`src/rtl/spi_reg_responder_if.sv`:
```
// SPI bus between the RPi (master) and the CPLD register responder (slave).
//   SPI_CLK_IN   : SCK from the master, idle low
//   SPI_MOSI_IN  : master-out data
//   SPI_NSS_IN   : chip select, active low
//   SPI_MISO_OUT : responder data back to the master
//   SPI_MISO_OE  : high while the responder owns the MISO pin
interface spi_reg_responder_if;
    logic SPI_CLK_IN;
    logic SPI_MOSI_IN;
    logic SPI_NSS_IN;
    logic SPI_MISO_OUT;
    logic SPI_MISO_OE;

    modport master (
        output SPI_CLK_IN,
        output SPI_MOSI_IN,
        output SPI_NSS_IN,
        input  SPI_MISO_OUT,
        input  SPI_MISO_OE
    );

    modport slave (
        input  SPI_CLK_IN,
        input  SPI_MOSI_IN,
        input  SPI_NSS_IN,
        output SPI_MISO_OUT,
        output SPI_MISO_OE
    );
endinterface

```
`src/rtl/spi_reg_responder.sv`:
```
// SPI mode-0 register responder. Oversamples the SPI pins on CLK and decodes
// 2-byte frames (command, data) against a small register file plus an ID reg.
//   CLK, RST_N : system clock, async active-low reset
//   spi        : SPI bus (slave modport), MISO with output enable
//   REG_OUT    : register file, reg n at [8n+7:8n]
//   WR_STROBE  : one-CLK pulse on a committed write
//   WR_ADDR    : address of the last committed write
module spi_reg_responder #(
    parameter int unsigned NUM_REGS    = 4,
    parameter int unsigned SYNC_STAGES = 2,
    parameter logic [7:0]  ID_VALUE    = 8'hA5
) (
    input  logic                    CLK,
    input  logic                    RST_N,
    spi_reg_responder_if.slave      spi,
    output logic [8*NUM_REGS-1:0]   REG_OUT,
    output logic                    WR_STROBE,
    output logic [6:0]              WR_ADDR
);

    localparam int unsigned IDX_W   = (NUM_REGS > 1) ? $clog2(NUM_REGS) : 1;
    localparam logic [6:0]  REG_LIM = 7'(NUM_REGS);
    localparam logic [6:0]  ID_ADDR = 7'h7F;

    typedef enum logic [1:0] {
        IDLE = 2'd0,
        CMD  = 2'd1,
        DATA = 2'd2,
        TAIL = 2'd3
    } state_t;

    // Synchronizers and edge-history flops
    logic [SYNC_STAGES-1:0] r_sck_sync;
    logic [SYNC_STAGES-1:0] r_mosi_sync;
    logic [SYNC_STAGES-1:0] r_nss_sync;
    logic                   r_sck_hist;
    logic                   r_nss_hist;

    logic w_sck;
    logic w_mosi;
    logic w_nss;
    logic w_rise;
    logic w_fall;
    logic w_nss_fall;
    logic w_nss_rise;

    // Frame state
    state_t                       r_state;
    logic [2:0]                   r_bit_cnt;
    logic [6:0]                   r_rx;
    logic                         r_rw;
    logic [6:0]                   r_addr;
    logic [7:0]                   r_tx;
    logic                         r_first_fall;
    logic                         r_miso;
    logic                         r_oe;
    logic                         r_wr_strobe;
    logic [6:0]                   r_wr_addr;
    logic [NUM_REGS-1:0][7:0]     r_regs;

    logic [7:0] w_rd_val;

    // Input synchronizers; reset to the bus idle levels so no false edge at release
    always_ff @(posedge CLK or negedge RST_N) begin
        if (!RST_N) begin
            r_sck_sync  <= '0;
            r_mosi_sync <= '0;
            r_nss_sync  <= '1;
            r_sck_hist  <= 1'b0;
            r_nss_hist  <= 1'b1;
        end else begin
            r_sck_sync  <= {r_sck_sync[SYNC_STAGES-2:0],  spi.SPI_CLK_IN};
            r_mosi_sync <= {r_mosi_sync[SYNC_STAGES-2:0], spi.SPI_MOSI_IN};
            r_nss_sync  <= {r_nss_sync[SYNC_STAGES-2:0],  spi.SPI_NSS_IN};
            r_sck_hist  <= w_sck;
            r_nss_hist  <= w_nss;
        end
    end

    assign w_sck      = r_sck_sync[SYNC_STAGES-1];
    assign w_mosi     = r_mosi_sync[SYNC_STAGES-1];
    assign w_nss      = r_nss_sync[SYNC_STAGES-1];
    assign w_rise     = w_sck & ~r_sck_hist;
    assign w_fall     = ~w_sck & r_sck_hist;
    assign w_nss_fall = ~w_nss & r_nss_hist;
    assign w_nss_rise = w_nss & ~r_nss_hist;

    // Read value for the latched address
    always_comb begin
        w_rd_val = 8'h00;
        if (r_addr < REG_LIM) begin
            w_rd_val = r_regs[IDX_W'(r_addr)];
        end else if (r_addr == ID_ADDR) begin
            w_rd_val = ID_VALUE;
        end
    end

    // Frame FSM; nss_rise overrides everything, including a coincident SCK edge
    always_ff @(posedge CLK or negedge RST_N) begin
        if (!RST_N) begin
            r_state      <= IDLE;
            r_bit_cnt    <= 3'd0;
            r_rx         <= 7'd0;
            r_rw         <= 1'b0;
            r_addr       <= 7'd0;
            r_tx         <= 8'd0;
            r_first_fall <= 1'b0;
            r_miso       <= 1'b0;
            r_oe         <= 1'b0;
            r_wr_strobe  <= 1'b0;
            r_wr_addr    <= 7'd0;
            r_regs       <= '0;
        end else begin
            r_wr_strobe <= 1'b0;
            if (w_nss_rise) begin
                r_state <= IDLE;
                r_oe    <= 1'b0;
                r_miso  <= 1'b0;
            end else begin
                case (r_state)
                    IDLE: begin
                        r_miso <= 1'b0;
                        if (w_nss_fall) begin
                            r_state   <= CMD;
                            r_bit_cnt <= 3'd0;
                            r_rx      <= 7'd0;
                            r_oe      <= 1'b1;
                        end
                    end
                    CMD: begin
                        r_miso <= 1'b0;
                        if (w_rise) begin
                            r_rx      <= {r_rx[5:0], w_mosi};
                            r_bit_cnt <= r_bit_cnt + 3'd1;
                            // 8th bit: r_rx holds bits 7..1 of the command byte
                            if (r_bit_cnt == 3'd7) begin
                                r_rw         <= r_rx[6];
                                r_addr       <= {r_rx[5:0], w_mosi};
                                r_first_fall <= 1'b1;
                                r_state      <= DATA;
                            end
                        end
                    end
                    DATA: begin
                        if (w_rise) begin
                            r_rx      <= {r_rx[5:0], w_mosi};
                            r_bit_cnt <= r_bit_cnt + 3'd1;
                            if (r_bit_cnt == 3'd7) begin
                                r_state <= TAIL;
                                r_miso  <= 1'b0;
                                if (!r_rw && (r_addr < REG_LIM)) begin
                                    r_regs[IDX_W'(r_addr)] <= {r_rx, w_mosi};
                                    r_wr_strobe            <= 1'b1;
                                    r_wr_addr              <= r_addr;
                                end
                            end
                        end else if (w_fall && r_rw) begin
                            // First fall loads the read byte and presents its MSB
                            if (r_first_fall) begin
                                r_miso       <= w_rd_val[7];
                                r_tx         <= {w_rd_val[6:0], 1'b0};
                                r_first_fall <= 1'b0;
                            end else begin
                                r_miso <= r_tx[7];
                                r_tx   <= {r_tx[6:0], 1'b0};
                            end
                        end
                    end
                    TAIL: begin
                        r_miso <= 1'b0;
                    end
                    default: begin
                        r_state <= IDLE;
                        r_miso  <= 1'b0;
                    end
                endcase
            end
        end
    end

    assign spi.SPI_MISO_OUT = r_miso;
    assign spi.SPI_MISO_OE  = r_oe;
    assign REG_OUT          = r_regs;
    assign WR_STROBE        = r_wr_strobe;
    assign WR_ADDR          = r_wr_addr;

endmodule

```
`src/flat_wrapper.sv`:
```
// flat-port wrapper written by rule: the top's interface ports become plain ports
module spi_reg_responder_flat 
#(
    parameter int unsigned NUM_REGS    = 4,
    parameter int unsigned SYNC_STAGES = 2,
    parameter logic [7:0]  ID_VALUE    = 8'hA5
)
  (CLK, RST_N, REG_OUT, WR_STROBE, WR_ADDR, spi_SPI_CLK_IN, spi_SPI_MOSI_IN, spi_SPI_NSS_IN, spi_SPI_MISO_OUT, spi_SPI_MISO_OE);
  spi_reg_responder_if spi_i ();
  input  logic CLK;
  input  logic RST_N;
  output logic [8*NUM_REGS-1:0] REG_OUT;
  output logic WR_STROBE;
  output logic [6:0] WR_ADDR;
  input wire logic [$bits(spi_i.SPI_CLK_IN)-1:0] spi_SPI_CLK_IN;
  input wire logic [$bits(spi_i.SPI_MOSI_IN)-1:0] spi_SPI_MOSI_IN;
  input wire logic [$bits(spi_i.SPI_NSS_IN)-1:0] spi_SPI_NSS_IN;
  output wire logic [$bits(spi_i.SPI_MISO_OUT)-1:0] spi_SPI_MISO_OUT;
  output wire logic [$bits(spi_i.SPI_MISO_OE)-1:0] spi_SPI_MISO_OE;
  assign spi_i.SPI_CLK_IN = spi_SPI_CLK_IN;
  assign spi_i.SPI_MOSI_IN = spi_SPI_MOSI_IN;
  assign spi_i.SPI_NSS_IN = spi_SPI_NSS_IN;
  assign spi_SPI_MISO_OUT = spi_i.SPI_MISO_OUT;
  assign spi_SPI_MISO_OE = spi_i.SPI_MISO_OE;
  spi_reg_responder #(.NUM_REGS(NUM_REGS), .SYNC_STAGES(SYNC_STAGES), .ID_VALUE(ID_VALUE)) u_core (.CLK(CLK), .RST_N(RST_N), .spi(spi_i), .REG_OUT(REG_OUT), .WR_STROBE(WR_STROBE), .WR_ADDR(WR_ADDR));
endmodule
```
`config.mk`:
```
export PLATFORM = sky130hd
export DESIGN_NAME = spi_reg_responder_flat
export DESIGN_NICKNAME = d
export VERILOG_FILES = /design/src/rtl/spi_reg_responder_if.sv /design/src/rtl/spi_reg_responder.sv /design/src/flat_wrapper.sv
export SDC_FILE = /design/constraint.sdc
export NUM_CORES = 1
export LEC_CHECK = 0
export ABC_CLOCK_PERIOD_IN_PS = 3500
export CAP_MARGIN = 30
export CORE_MARGIN = 2
export CORE_UTILIZATION = 49
export CTS_CLUSTER_SIZE = 12
export DETAILED_ROUTE_END_ITERATION = 10
export PLACE_DENSITY_LB_ADDON = 0.2
export SETUP_SLACK_MARGIN = 0.4
export SLEW_MARGIN = 20
export SYNTH_ARGS = -nofsm -noshare
export SYNTH_HDL_FRONTEND = slang
export SYNTH_SLANG_ARGS = --single-unit
export TNS_END_PERCENT = 100
```
`constraint.sdc`:
```
create_clock -name CLK -period 3.5 [get_ports CLK]
set_input_delay 0.7 -clock CLK [delete_from_list [all_inputs] [get_ports CLK]]
set_output_delay 0.7 -clock CLK [all_outputs]
set_load 0.02 [all_outputs]
```
Word level (Yosys, flattened, before mapping)

Cells that the tools add are included.

Memory bits (read-only): 0
Bits in writable memories: 0
Logic and storage cells: 112
Flip-flop bits (word level): 79
Input bits: 5
Memories kept: 0
Latch bits: 0

Multiply operators: 0
Bitwise gates (word level): 10
Order comparisons: 3
$add $sub $neg: 1
Div/mod/pow operators: 0
Reduce and logical (&&, ||, !) cells: 20
Mux-type cells: 40
Shift operators: 0
Equal/unequal tests: 18

Operators with widths:

| cell                                                        | count |
|---|---|
| two-way mux 8 bit                                           | 5 |
| bitwise mux 32 bit                                          | 1 |
| two-way mux 1 bit                                           | 17 |
| binary-select mux 8 bit (select 2 bit)                      | 1 |
| demux 8 bit (select 2 bit)                                  | 1 |
| inequality test 3 x 1 -> 1 bit (second input constant)      | 5 |
| two-way mux 7 bit                                           | 2 |
| case mux 7 bit (2 select lines)                             | 1 |
| two-way mux 2 bit                                           | 6 |
| AND reduction 4 bit                                         | 3 |
| AND reduction 6 bit                                         | 2 |
| inequality test 2 x 1 -> 1 bit (second input constant)      | 5 |
| nonzero test 2 bit                                          | 4 |
| equality test 7 bit (second input constant)                 | 1 |
| less-than comparator 7 x 3 -> 1 bit (second input constant) | 1 |
| two-way mux 3 bit                                           | 2 |
| inverter 1 bit                                              | 6 |
| case mux 2 bit (3 select lines)                             | 1 |
| case mux 3 bit (2 select lines)                             | 1 |
| AND reduction 5 bit                                         | 1 |
| bitwise AND 1 bit                                           | 4 |
| equality test 2 bit (second input constant)                 | 2 |
| inequality test 4 x 1 -> 1 bit (second input constant)      | 1 |
| inequality test 4 bit (second input constant)               | 1 |
| other kinds (14)                                            | 18 |

Longest topological paths before layout

Depth in word-level cells: 8
Mapped depth: 7

Worst setup path before layout

OpenSTA, ideal clock, no wires.

Path type: register -> register
Start point: register u_core.r_nss_hist
End point: register u_core.r_regs (netlist bit u_core.REG_OUT[0])
Setup time: 0.125 ns
Path slack: 1.196 ns
Clock period less this slack: 2.304 ns
Stages on the path, launching flop included: 7
Data arrival time: 2.180 ns
Path through: dfstp_2 > inv_1 > ha_1 > or4bb_1 > nor4_4 > nor3b_4 > mux2_2

Word-level cells in the longest chain between the ends: 4

RTL lines:

| item                           | RTL line                 | source |
|---|---|---|
| start: declaration             | spi_reg_responder.sv:37  | `logic r_nss_hist;` |
| start signal: assignment       | spi_reg_responder.sv:76  | `r_nss_hist <= w_nss;` |
| inverter 1 bit                 | spi_reg_responder.sv:86  | `assign w_nss_rise = w_nss & ~r_nss_hist;` |
| bitwise AND 1 bit              | spi_reg_responder.sv:86  |  |
| inverter 1 bit (no line)       | --                       |  |
| AND reduction 5 bit (no line)  | --                       |  |
| end signal: indexed assignment | spi_reg_responder.sv:152 | `r_regs[IDX_W'(r_addr)] <= {r_rx, w_mosi};` |
| end: declaration               | spi_reg_responder.sv:59  | `logic [NUM_REGS-1:0][7:0] r_regs;` |

No other way between the ends.
A chain may end at the register's enable or synchronous reset.

Worst setup path in the final report

Start point: register u_core.r_nss_hist
End point: register u_core.r_regs (netlist bit u_core.REG_OUT[1])

Same word-level chain as after synthesis.

==> impl_metrics.csv <==
group,metric,value,unit
outcome,status,"finished clean",
layout,area_growth,21.92,%
route,vias,2146,
clocking,cts_buffers,9,
placed_design,place.gp.congestion,0.7777,
layout,fin_area,4183,sq um
floorplan,ioPinCount,47,
synthesis,ys_top_cells_by_count,"dfrtp_1 (75), mux2_2 (44), nand2_1 (27), o21ai_0 (14)",
sta,period_minus_slack,2.764,ns
synthesis,postSynthNetCount,271,
critical_path,crit_required,3.72,ns
critical_path,cp-start-kind,"register",
placed_design,io_buffers,46,
synthesis,synth_seq_cells,78,
synthesis,yosysTopAreaCellShare,0.5470,
clocking,cts_tree,"built",
floorplan,die_x,87.68,um
grt,antenna_found_initial,0,
critical_path,crit_chain,"inv_1 -> ha_1 -> or4bb_1 -> nor4_4 -> nor3b_4 -> mux2_2",
sta,finClkSkew,0.009626,ns
synthesis,yosys.area.top_type,"dfrtp_1",
synthesis,synth_xor_xnor_area_share,0,
route,ant_nets,0,
placed_design,dp_hpwl,4759,um
clocking,cts-resized-gates,0,
clocking,cts_hold_buf,0,
route,totalWireLength,6940,um
flow_run,maxCapViolCount,0,
synthesis,synthAdderAreaFrac,0.03282,
synthesis,synth-simple-area-share,0.1204,
synthesis,yosys.cell_count.top_type,"dfrtp_1",
clocking,root_buffer,"clkbuf_8",
clocking,cts.sink_count,78,
synthesis,synth_edf_count,0,
critical_path,cp_slowest_stage_delay,0.59,ns
sta,finalCritPeriodShare,0.7896,
sta,tns,0,ns
floorplan,num_rows,30,
synthesis,ys_types,40,
floorplan,core_area,6794,sq um
synthesis,syn_avg_cell_area,13.35,sq um
sta,max_freq,0.3618,GHz
critical_path,crit_buf_inv,1,
floorplan,die_h,87.68,um
synthesis,synth_top_family_by_area,"multiplexers",
synthesis,async_flop_share,1.000,
critical_path,critPathCaptureType,"register",
floorplan,start_util,0.5050,
sta,relSlewSlack,0.4420,
grt,grt_pass1_vias,2280,
route,drt-initial-drc-count,111,
power,leakagePower,1.979,nW
sta,layout_setup_ws,0.7363,ns
synthesis,synth_compound_area_frac,0.05762,
layout,drive_above_1_share,0.2589,
grt,grt_pass1_wl,11560,um
critical_path,worstSetupPathType,"register to register",
synthesis,synthMuxAreaShare,0.1969,
placed_design,dp_slack,0.7407,ns
route,remaining_drc_errors,0,
layout,fillerInstances,546,
sta,finalHoldViolations,0,
worst_hold_path,min_path_type,"input port to asynchronous set/reset pin",
synthesis,synthesis.area,3431,sq um
grt,grt_overflow,0,
clocking,clock_path_buffers,2,
layout,n_antenna_cell,0,
sta,setup_viol,0,
critical_path,crit_slowest_cell,"or4bb_1",
synthesis,synth_top_flop_cell,"dfrtp_1",
synthesis,synth_seq_area_share,0.5700,
layout,nNetsFinal,318,
critical_path,ff2ff_setup_slack,0.74,ns
grt,grt_usage,0.1997,
critical_path,arrival,2.99,ns
synthesis,synth_top_cells_by_area,"dfrtp_1 (55%), mux2_2 (14%), mux4_2 (5.3%)",
clocking,post_cts_buffers,0,
sta,rsz0062_at_grt,"no",
layout,final_util,0.6157,
clocking,clk_latency,0.34,ns
route,wl_per_cell,17.14,um
critical_path,ff2ff_path_depth,6,
route,routed_via_density,5.299,
sta,worstMarginPinSlew,0.8369,ns
clocking,htree_levels,3,
critical_path,path_delay_family,"simple AND/OR/NAND/NOR gates",
placed_design,place_area,3963,sq um
critical_path,path_max_fanout,11,
synthesis,synth_cells,257,
power,peakVddDrop,0.3236,mV
power,total_power,0.002082,W
critical_path,worstSetupPathDepth,6,
sta,slew_viol_final,0,
synthesis,synth_warnings,0,
floorplan,dieArea,7687,sq um
route,drt-pass1-iter-count,4,
power,powerDensity,497.7,nW/um^2
grt,grt_max_degree,79,
clocking,clk_pin_slew_worst_paths,0.07,ns
[through the flow]
step / hold slack [ns] / cells
final: 0.3184 / 405
after floorplan: 0.3312 / 257
after detailed placement: 0.3404 / 388
after global routing: 0.3294 / 405
after global placement: 0.3335 / 388
after CTS: 0.3579 / 404
[per-layer routing]
layer  wire (um)  track usage
met3         228      0.05278
met1        3273       0.2722
met4          66      0.06993
met5           0            0
met2        3371       0.3127
[placed cells by master (no fill, tap or decap), types with 3 or more instances in the layout]
cell,n
inv_1,5
dfstp_2,3
clkbuf_8,11
nor2_1,9
a21oi_1,4
clkdlybuf4s50_1,45
clkinv_2,3
nor2b_1,7
o31ai_1,3
ha_1,9
nand2_1,27
a22oi_1,4
mux2_2,44
mux4_2,8
o21ai_0,14
dfrtp_1,75
nor3_1,3
[flip-flops by register name, indices dropped and copies added (netlist names)]
| name | count |
|---|---|
| u_core.r_state | 2 |
| u_core.r_rw | 1 |
| u_core.REG_OUT | 32 |
| u_core.spi.SPI_MISO_OUT | 1 |
| u_core.r_rx | 7 |
| u_core.r_addr | 7 |
| u_core.r_nss_sync | 2 |
| u_core.spi.SPI_MISO_OE | 1 |
| u_core.r_bit_cnt | 3 |
| u_core.r_sck_hist | 1 |
| u_core.r_mosi_sync | 2 |
| u_core.r_sck_sync | 2 |
| u_core.r_tx | 7 |
| u_core.WR_ADDR | 7 |
| u_core.r_first_fall | 1 |
| u_core.WR_STROBE | 1 |
| u_core.r_nss_hist | 1 |
[worst paths after layout]
path | start | endpoint
setup / recovery | u_core.r_nss_hist$_DFF_PN1_ | u_core.REG_OUT[1]$_DFFE_PN0P_
hold / removal | RST_N | u_core.REG_OUT[9]$_DFFE_PN0P_
setup reg to reg | u_core.r_nss_hist$_DFF_PN1_ | u_core.REG_OUT[1]$_DFFE_PN0P_
hold reg to reg | u_core.r_mosi_sync[0]$_DFF_PN0_ | u_core.r_mosi_sync[1]$_DFF_PN0_
max in group asynchronous | RST_N | u_core.r_tx[3]$_DFFE_PN0P_
min in group CLK | u_core.r_mosi_sync[0]$_DFF_PN0_ | u_core.r_mosi_sync[1]$_DFF_PN0_
[cell families after synthesis]
logic type               after synthesis
AO/OA/AOI/OAI                         32
adder cells (fa/ha/maj)                9
AND/OR/NAND/NOR                       68
multiplexers                          52
buffers and inverters                 18
flip-flops                            78
[power breakdown]
part	total, W	internal (W)	switching (W)
clock	0.000673	0.000365	0.000307
sequential	0.00105	0.000965	0.0000872
combinational	0.000358	0.000144	0.000213
total	0.00208	0.00147	0.000608
[area by class of cell]
| class | instances | area (sq um) | area share |
|---|---|---|---|
| Sequential cell | 78 | 1956 | 0.4675 |
| Tap cell | 96 | 120.1 | 0.02872 |
| Timing Repair Buffer | 48 | 485.5 | 0.1161 |
| Inverter | 6 | 22.52 | 0.005384 |
| Clock buffer | 12 | 155.1 | 0.03709 |
| Clock inverter | 4 | 45.04 | 0.01077 |
| Multi-Input combinational cell | 161 | 1399 | 0.3344 |
Power figures use the tool's default switching activity.
